--- src/rtl/axi_master_rd.sv ---
// AXI read initiator: takes one burst command from a local client, issues it on AR,
// buffers the returned R beats in a first-word-fall-through FIFO and reports completion.
module axi_master_rd #(
  parameter int ADDR_BITS  = 32,
  parameter int LEN_BITS   = 8,
  parameter int SIZE_BITS  = 3,
  parameter int DATA_BITS  = 32,
  parameter int FIFO_DEPTH = 16
) (
  input  logic                 aclk,
  input  logic                 areset_n,
  input  logic                 cmd_valid,
  output logic                 cmd_ready,
  input  logic [ADDR_BITS-1:0] cmd_addr,
  input  logic [LEN_BITS-1:0]  cmd_len,
  input  logic [SIZE_BITS-1:0] cmd_size,
  input  logic [1:0]           cmd_burst,
  input  logic                 ar_ready,
  output logic [ADDR_BITS-1:0] ar_addr,
  output logic [LEN_BITS-1:0]  ar_len,
  output logic [SIZE_BITS-1:0] ar_size,
  output logic [1:0]           ar_burst,
  output logic [3:0]           ar_cache,
  output logic                 ar_valid,
  output logic                 r_ready,
  input  logic [DATA_BITS-1:0] r_data,
  input  logic                 r_valid,
  input  logic                 r_last,
  input  logic [1:0]           r_resp,
  output logic [DATA_BITS-1:0] rd_data,
  output logic                 rd_last,
  output logic                 rd_valid,
  input  logic                 rd_ready,
  output logic                 done,
  output logic [1:0]           done_resp,
  output logic                 done_err
);

  localparam int PTR_BITS = $clog2(FIFO_DEPTH);
  localparam logic [1:0] BURST_RSVD = 2'b11;

  typedef enum logic [1:0] {IDLE, ADDR, DATA} state_t;

  state_t                state, state_nxt;
  logic [LEN_BITS-1:0]   beat_cnt;
  logic [1:0]            resp_acc, resp_nxt;
  logic                  err_acc, err_nxt;
  logic                  cmd_fire, r_fire, pop, full, beat_final;

  logic [DATA_BITS:0]    mem [FIFO_DEPTH];
  logic [PTR_BITS-1:0]   wr_ptr, rd_ptr;
  logic [PTR_BITS:0]     count;

  assign ar_cache   = 4'b0011;
  assign full       = count[PTR_BITS];
  assign rd_valid   = (count != '0);
  assign rd_data    = mem[rd_ptr][DATA_BITS:1];
  assign rd_last    = mem[rd_ptr][0];
  assign pop        = rd_valid && rd_ready;
  assign cmd_fire   = cmd_valid && cmd_ready;
  assign r_fire     = r_valid && r_ready;
  assign beat_final = (beat_cnt == ar_len);
  // Responses rank by code value, so the worst response is a plain maximum.
  assign resp_nxt   = (r_resp > resp_acc) ? r_resp : resp_acc;
  assign err_nxt    = err_acc || (r_last != beat_final);

  always_comb begin
    // NOTE: every output of this block gets a default first, so no path infers a latch.
    state_nxt = state;
    cmd_ready = 1'b0;
    ar_valid  = 1'b0;
    r_ready   = 1'b0;
    case (state)
      IDLE: begin
        // Hold off the next command during the done pulse.
        cmd_ready = !done;
        if (cmd_valid && !done && cmd_burst != BURST_RSVD) state_nxt = ADDR;
      end
      ADDR: begin
        ar_valid = 1'b1;
        if (ar_ready) state_nxt = DATA;
      end
      DATA: begin
        r_ready = !full || pop;
        if (r_valid && r_ready && beat_final) state_nxt = IDLE;
      end
      default: state_nxt = IDLE;
    endcase
  end

  // NOTE: sequential state uses non-blocking assignments so every flop samples pre-edge values.
  always_ff @(posedge aclk or negedge areset_n) begin
    if (!areset_n) begin
      state     <= IDLE;
      ar_addr   <= '0;
      ar_len    <= '0;
      ar_size   <= '0;
      ar_burst  <= '0;
      beat_cnt  <= '0;
      resp_acc  <= '0;
      err_acc   <= 1'b0;
      done      <= 1'b0;
      done_resp <= '0;
      done_err  <= 1'b0;
    end else begin
      state <= state_nxt;
      done  <= 1'b0;
      if (cmd_fire) begin
        if (cmd_burst == BURST_RSVD) begin
          done      <= 1'b1;
          done_resp <= 2'b10;
          done_err  <= 1'b0;
        end else begin
          ar_addr  <= cmd_addr;
          ar_len   <= cmd_len;
          ar_size  <= cmd_size;
          ar_burst <= cmd_burst;
        end
      end
      if (ar_valid && ar_ready) begin
        beat_cnt <= '0;
        resp_acc <= '0;
        err_acc  <= 1'b0;
      end
      if (r_fire) begin
        beat_cnt <= beat_cnt + 1'b1;
        resp_acc <= resp_nxt;
        err_acc  <= err_nxt;
        if (beat_final) begin
          done      <= 1'b1;
          done_resp <= resp_nxt;
          done_err  <= err_nxt;
        end
      end
    end
  end

  always_ff @(posedge aclk or negedge areset_n) begin
    if (!areset_n) begin
      wr_ptr <= '0;
      rd_ptr <= '0;
      count  <= '0;
    end else begin
      if (r_fire) wr_ptr <= wr_ptr + 1'b1;
      if (pop)    rd_ptr <= rd_ptr + 1'b1;
      case ({r_fire, pop})
        2'b10:   count <= count + 1'b1;
        2'b01:   count <= count - 1'b1;
        default: count <= count;
      endcase
    end
  end

  // NOTE: the storage array is not reset; the pointers and count alone define what is valid.
  always_ff @(posedge aclk) begin
    if (r_fire) mem[wr_ptr] <= {r_data, beat_final};
  end

endmodule

--- config.mk ---
export PLATFORM = sky130hd
export DESIGN_NAME = axi_master_rd
export DESIGN_NICKNAME = d
export VERILOG_FILES = /design/src/rtl/axi_master_rd.sv
export SDC_FILE = /design/constraint.sdc
export NUM_CORES = 1
export LEC_CHECK = 0
export BUFFER_PORTS_ARGS = -buffer_cell sky130_fd_sc_hd__buf_2
export CAP_MARGIN = 10
export CORE_UTILIZATION = 45
export CTS_CLUSTER_SIZE = 14
export DETAILED_ROUTE_END_ITERATION = 12
export MAX_ROUTING_LAYER = met4
export PLACE_DENSITY_LB_ADDON = 0.15
export RECOVER_POWER = 50
export SETUP_SLACK_MARGIN = 0.15
export SLEW_MARGIN = 20
export SYNTH_ARGS = -nofsm -noshare
export SYNTH_HDL_FRONTEND = slang
export SYNTH_SLANG_ARGS = --single-unit
--- constraint.sdc ---
create_clock -name aclk -period 3.8 [get_ports aclk]
set_input_delay 1.14 -clock aclk [delete_from_list [all_inputs] [get_ports aclk]]
set_output_delay 1.14 -clock aclk [all_outputs]
set_load 0.005 [all_outputs]
Word-level counts from Yosys, hierarchy flattened
Memories as Yosys holds them, arrays and structs flattened.
Cells that the tools add are included.
{"block": "totals", "regBits": 75, "latchBits": 0, "mem_bits_rw": 528, "romBits": 0, "in_bits": 86, "output_inout_bits": 90, "wordCells": 80, "n_memories": 1}
{"name": "mem", "words": 16, "width": 33, "read_ports": 1, "rd_ports_with_merged_regs": 0, "wr": 1, "line_no": "50", "text": "logic [DATA_BITS:0] mem [FIFO_DEPTH];"}
{"block": "classes", "addsub": 5, "mul": 0, "div_mod_pow": 0, "n_lt_le_gt_ge": 1, "n_eq_ne": 11, "shift": 0, "n_mux": 29, "bitwise_logic": 1, "reduce_logical": 18}
{"op": "$mux 2", "count": 10}
{"op": "$mux 8", "count": 2}
{"op": "$mux 1", "count": 15}
{"op": "$pmux 5 s2", "count": 1}
{"op": "$add 4x1->4 const B", "count": 2}
{"op": "$add 8x1->8 const B", "count": 1}
{"op": "$eq 8x8->1", "count": 1}
{"op": "$logic_and 1x1->1", "count": 8}
{"op": "$ne 2x2->1 const B", "count": 4}
{"op": "$eq 2x2->1 const B", "count": 3}
{"op": "$pmux 2 s3", "count": 1}
{"op": "$add 5x1->5 const B", "count": 1}
{"op": "$reduce_bool 5->1", "count": 1}
{"op": "$sub 5x1->5 const B", "count": 1}
{"op": "$eq 2x1->1 const B", "count": 2}
{"op": "$reduce_bool 2->1", "count": 2}
{"op": "$reduce_and 3->1", "count": 1}
{"op": "$gt 2x2->1", "count": 1}
{"op": "$logic_not 1->1", "count": 2}
{"op": "$logic_not 2->1", "count": 1}
{"op": "$logic_or 1x1->1", "count": 2}
{"op": "$reduce_and 2->1", "count": 1}
{"op": "$ne 1x1->1", "count": 1}
{"op": "$not 1->1", "count": 1}

Depth between registers and ports, before layout
{"block": "depth", "depth_word": 7, "ltp_mapped": 13, "ltp_nobuf": 12}

Least setup slack after synthesis
No wires, ideal clock.
{"block": "synth_path", "kind": "in2reg", "from": "input rd_ready", "to": "memory mem[3][0] (netlist bit) (enable)", "setup_ns": 0.464, "arrival_time_ns": 3.944, "required_time_ns": 3.336, "setup_slack_ns": -0.608, "path_stages": 5, "path_buffers": 0, "path_cell_list": "nand2b_1 -> nand2_1 -> nor2_4 -> nand2_1 -> nor3_1"}
{"block": "synth_between", "elab_chain_cells": 6}
{"element": "from (decl)", "line_no": "33", "text": "input logic rd_ready,"}
{"element": "$logic_and 1x1->1", "line_no": "59", "text": "assign pop = rd_valid && rd_ready;"}
{"element": "$logic_or 1x1->1", "line_no": "84", "text": "r_ready = !full || pop;"}
{"element": "$mux 1", "line_no": "73", "text": "case (state)"}
{"element": "$logic_and 1x1->1", "line_no": "61", "text": "assign r_fire = r_valid && r_ready;"}
{"element": "$mux 1", "line_no": "156", "text": "if (r_fire) mem[wr_ptr] <= {r_data, beat_final};"}
{"element": "$mux 1 (implied by the code)", "line_no": "156"}
{"element": "to (decl)", "line_no": "50"}
Every way passes these cells.

Worst setup path after layout
{"block": "layout_path", "from": "register rd_ptr[0]", "to": "output rd_data[8]"}
{"block": "layout_between", "elab_chain_cells": 1}
{"element": "from (decl)", "line_no": "51", "text": "logic [PTR_BITS-1:0] wr_ptr, rd_ptr;"}
{"element": "from (signal assigned)", "line_no": "145", "text": "if (pop) rd_ptr <= rd_ptr + 1'b1;"}
{"element": "$mem_v2 16x33"}
{"element": "to (decl)", "line_no": "30", "text": "output logic [DATA_BITS-1:0] rd_data,"}
Every way passes these cells.

==> results.json <==
{
  "ys_types": 43,
  "grt_use_total_pct": 20.4,
  "drtIter0Drc": 855,
  "ys_seq_elements": 603,
  "dieWidth_um": 229,
  "comb_power_share_pct": 30.0,
  "wl_per_cell_um": 24.5,
  "setup_viol": 0,
  "crit_type": "register to primary output",
  "firstDrtPassIters": 5,
  "io_buffers": 171,
  "r2r-start": "count[0]$_DFFE_PN0P_",
  "hold_class": "register to register",
  "pin_count": 176,
  "gp_congestion": 0.736,
  "grt_pass1_wl_um": 76200,
  "synth_top_area_share_pct": 68.3,
  "synthToLayoutAreaGrowth_pct": 18.5,
  "clk_pin_slew_ns": 0.06,
  "startpoint_type": "register",
  "p_seq_share_pct": 41.4,
  "cts_tree": "built",
  "async_flop_share_pct": 12.4,
  "die_h_um": 229,
  "fin_util_pct": 54.5,
  "grt_pass1_vias": 12100,
  "viasPerCell": 5.52,
  "cts.sinks": 603,
  "fin_crit_ns": 3.62,
  "ctsRootBufferMaster": "clkbuf_16",
  "numCtsBuffers": 61,
  "die-area_um2": 52500,
  "required_ns": 2.66,
  "cellLeakagePower_nw": 9.41,
  "ir_worst_vdd_mv": 0.401,
  "switchingPower_mw": 5.67,
  "antenna_found_initial": 2,
  "min_to": "ar_burst[1]$_DFFE_PN0P_",
  "failed_checks": "capacitance limit, slew limit",
  "place_worst_setup_slack_ns": 0.520,
  "drt-total-wl_um": 50800,
  "synth_edf_count": 528,
  "hold_violations": 0,
  "reg2reg_depth": 10,
  "p_int_mw": 13.9,
  "finClkSkew_ns": 0.0331,
  "cellPowerDensity_nw_per_um2": 711,
  "htreeDepth": 2,
  "syn_area_um2": 23200,
  "ys_seq_area_share_pct": 76.4,
  "synth_commonest_cells": "edfxtp_1, mux4_2, dfrtp_1",
  "overflow": 0,
  "hpwl_um": 28400,
  "rows": 82,
  "p_clk_share_pct": 28.7,
  "fin_ws_ns": 0.183,
  "rsz0062_at_grt": "true",
  "fin_tns_setup_ns": 0,
  "ys_warn_count": 0,
  "relSlewSlack_pct": -50.5,
  "layout_worst_path_cycle_share_pct": 95.2,
  "drc": 0,
  "netlist_instances": 1104,
  "placeableCoreArea_um2": 50500,
  "finalPower_mw": 19.6,
  "status": "finished with violations",
  "tightest_slew_ns": 2.26,
  "start_util_pct": 46.0,
  "cts_buffer_depth": 3,
  "end_kind": "primary output",
  "arrival_ns": 2.48,
  "r2r_slack_ns": 1.06,
  "whs_ns": 0.483,
  "hold-path-cell-count": 1,
  "layout-drive-gt1-share_pct": 32.2,
  "syn_avg_cell_area_um2": 21.0,
  "hold_path.startpoint": "ar_burst[1]$_DFFE_PN0P_",
  "yosysMostFrequentCell": "edfxtp_1",
  "r2r_end": "count[4]$_DFFE_PN0P_",
  "crit_fanout": 13,
  "grt_max_degree": 43,
  "worstSkewPairLatency_ns": 0.63,
  "dr_total_vias": 11500,
  "max_freq_ghz": 0.277,
  "synth_flop_cell": "edfxtp_1",
  "yosys.area.top_type": "edfxtp_1",
  "cap_violations": 1,
  "yosys-top-cells-area": "edfxtp_1, mux4_2, dfrtp_1",
  "slew_violations": 43,
  "fin_nets": 1455,
  "ant_nets": 0,
  "p_sw_share_pct": 29.0
}
per-stage QoR:
step,instance area [um^2],instances
floorplan,23200,1106
global placement,25300,1947
detailed placement,25300,1947
CTS,27500,2070
global route,27500,2075
finish,27500,2075
critical path, cell delays in order, from the launching register on:
cell and delay [ns]:
dfrtp_4 0.45, buf_4 0.20, buf_16 0.18, mux4_2 0.52, a22oi_1 0.24, nand2_1 0.12
buf_2 0.14
cell families after synthesis:
| family | Yosys count | share of synthesized area [%] |
|---|---|---|
| multiplexers | 181 | 15.2 |
| AO/OA/AOI/OAI | 94 | 2.83 |
| buffers and inverters | 73 | 1.58 |
| AND/OR/NAND/NOR | 116 | 2.36 |
| other | 2 | 0.0324 |
| XOR/XNOR | 21 | 0.793 |
| adder cells (fa/ha/maj) | 14 | 0.787 |
| flip-flops | 603 | 76.4 |
state kept, by name (all words and copies together) (netlist names), 3 cells and up:
| name | cells |
|---|---|
| mem | 528 |
| ar_addr | 32 |
| ar_len | 8 |
| beat_cnt | 8 |
| count | 5 |
| rd_ptr | 4 |
| wr_ptr | 4 |
| ar_size | 3 |
layout by cell type (no fill, tap or decap), types with 14 or more instances in the layout:
cell type	netlist	routed
mux4_2	132	132
mux2_1	46	46
clkbuf_16	0	65
nor2_4	1	14
clkbuf_1	27	56
a22oi_1	66	62
xnor2_1	16	16
buf_4	4	48
dfrtp_1	75	73
nand2_1	55	55
buf_2	20	138
edfxtp_1	528	528
worst max path at each step:
stage                          start              endpoint  depth (start not counted)
2_1_floorplan               rd_ready  mem[15][0]$_DFFE_PP_                          5
3_3_place_gp                rd_ready  count[4]$_DFFE_PN0P_                         13
3_5_place_dp                rd_ready  count[4]$_DFFE_PN0P_                         13
4_1_cts        rd_ptr[0]$_DFFE_PN0P_           rd_data[10]                          6
5_1_grt        rd_ptr[0]$_DFFE_PN0P_            rd_data[8]                          6
6_report       rd_ptr[0]$_DFFE_PN0P_            rd_data[8]                          6
layer usage:
layer	part of all wire [%]	wire (um)	GRT usage, %
met3	4.7	2400	3.01
met2	50	25400	32.9
met4	2.0	1010	5.56
met1	43	22000	27.3
met5	0	0	-
timing repair:
action / 4_1_cts / 5_1_grt
endpoints found under the setup margin: 32 / 22
pin swaps: 0 / 2
setup buffers: 9 / 1
resized for setup: 8 / 5
gates cloned: 5 / 2
hold buffers: 0 / 0
power groups by stage:
| stage | combinational, mW | sequential [mW] | clock [mW] |
|---|---|---|---|
| after global placement | 5.32 | 8.29 | 0 |
| final | 5.86 | 8.09 | 5.60 |
| after CTS | 5.94 | 8.09 | 5.75 |
| after global routing | 6.36 | 8.16 | 5.97 |
| after detailed placement | 5.36 | 8.30 | 0 |
| after floorplan | 3.50 | 8.11 | 0 |
cell type report:
class	instances	area [um^2]
Fill cell	3968	23000
Sequential cell	603	17700
Multi-Input combinational cell	430	5270
Timing Repair Buffer	246	1720
Clock buffer	86	1700
Tap cell	672	841
Clock inverter	23	161
Inverter	13	48.8
Antenna cell	2	5.00
Note: power is estimated with default switching activity, not from simulation.
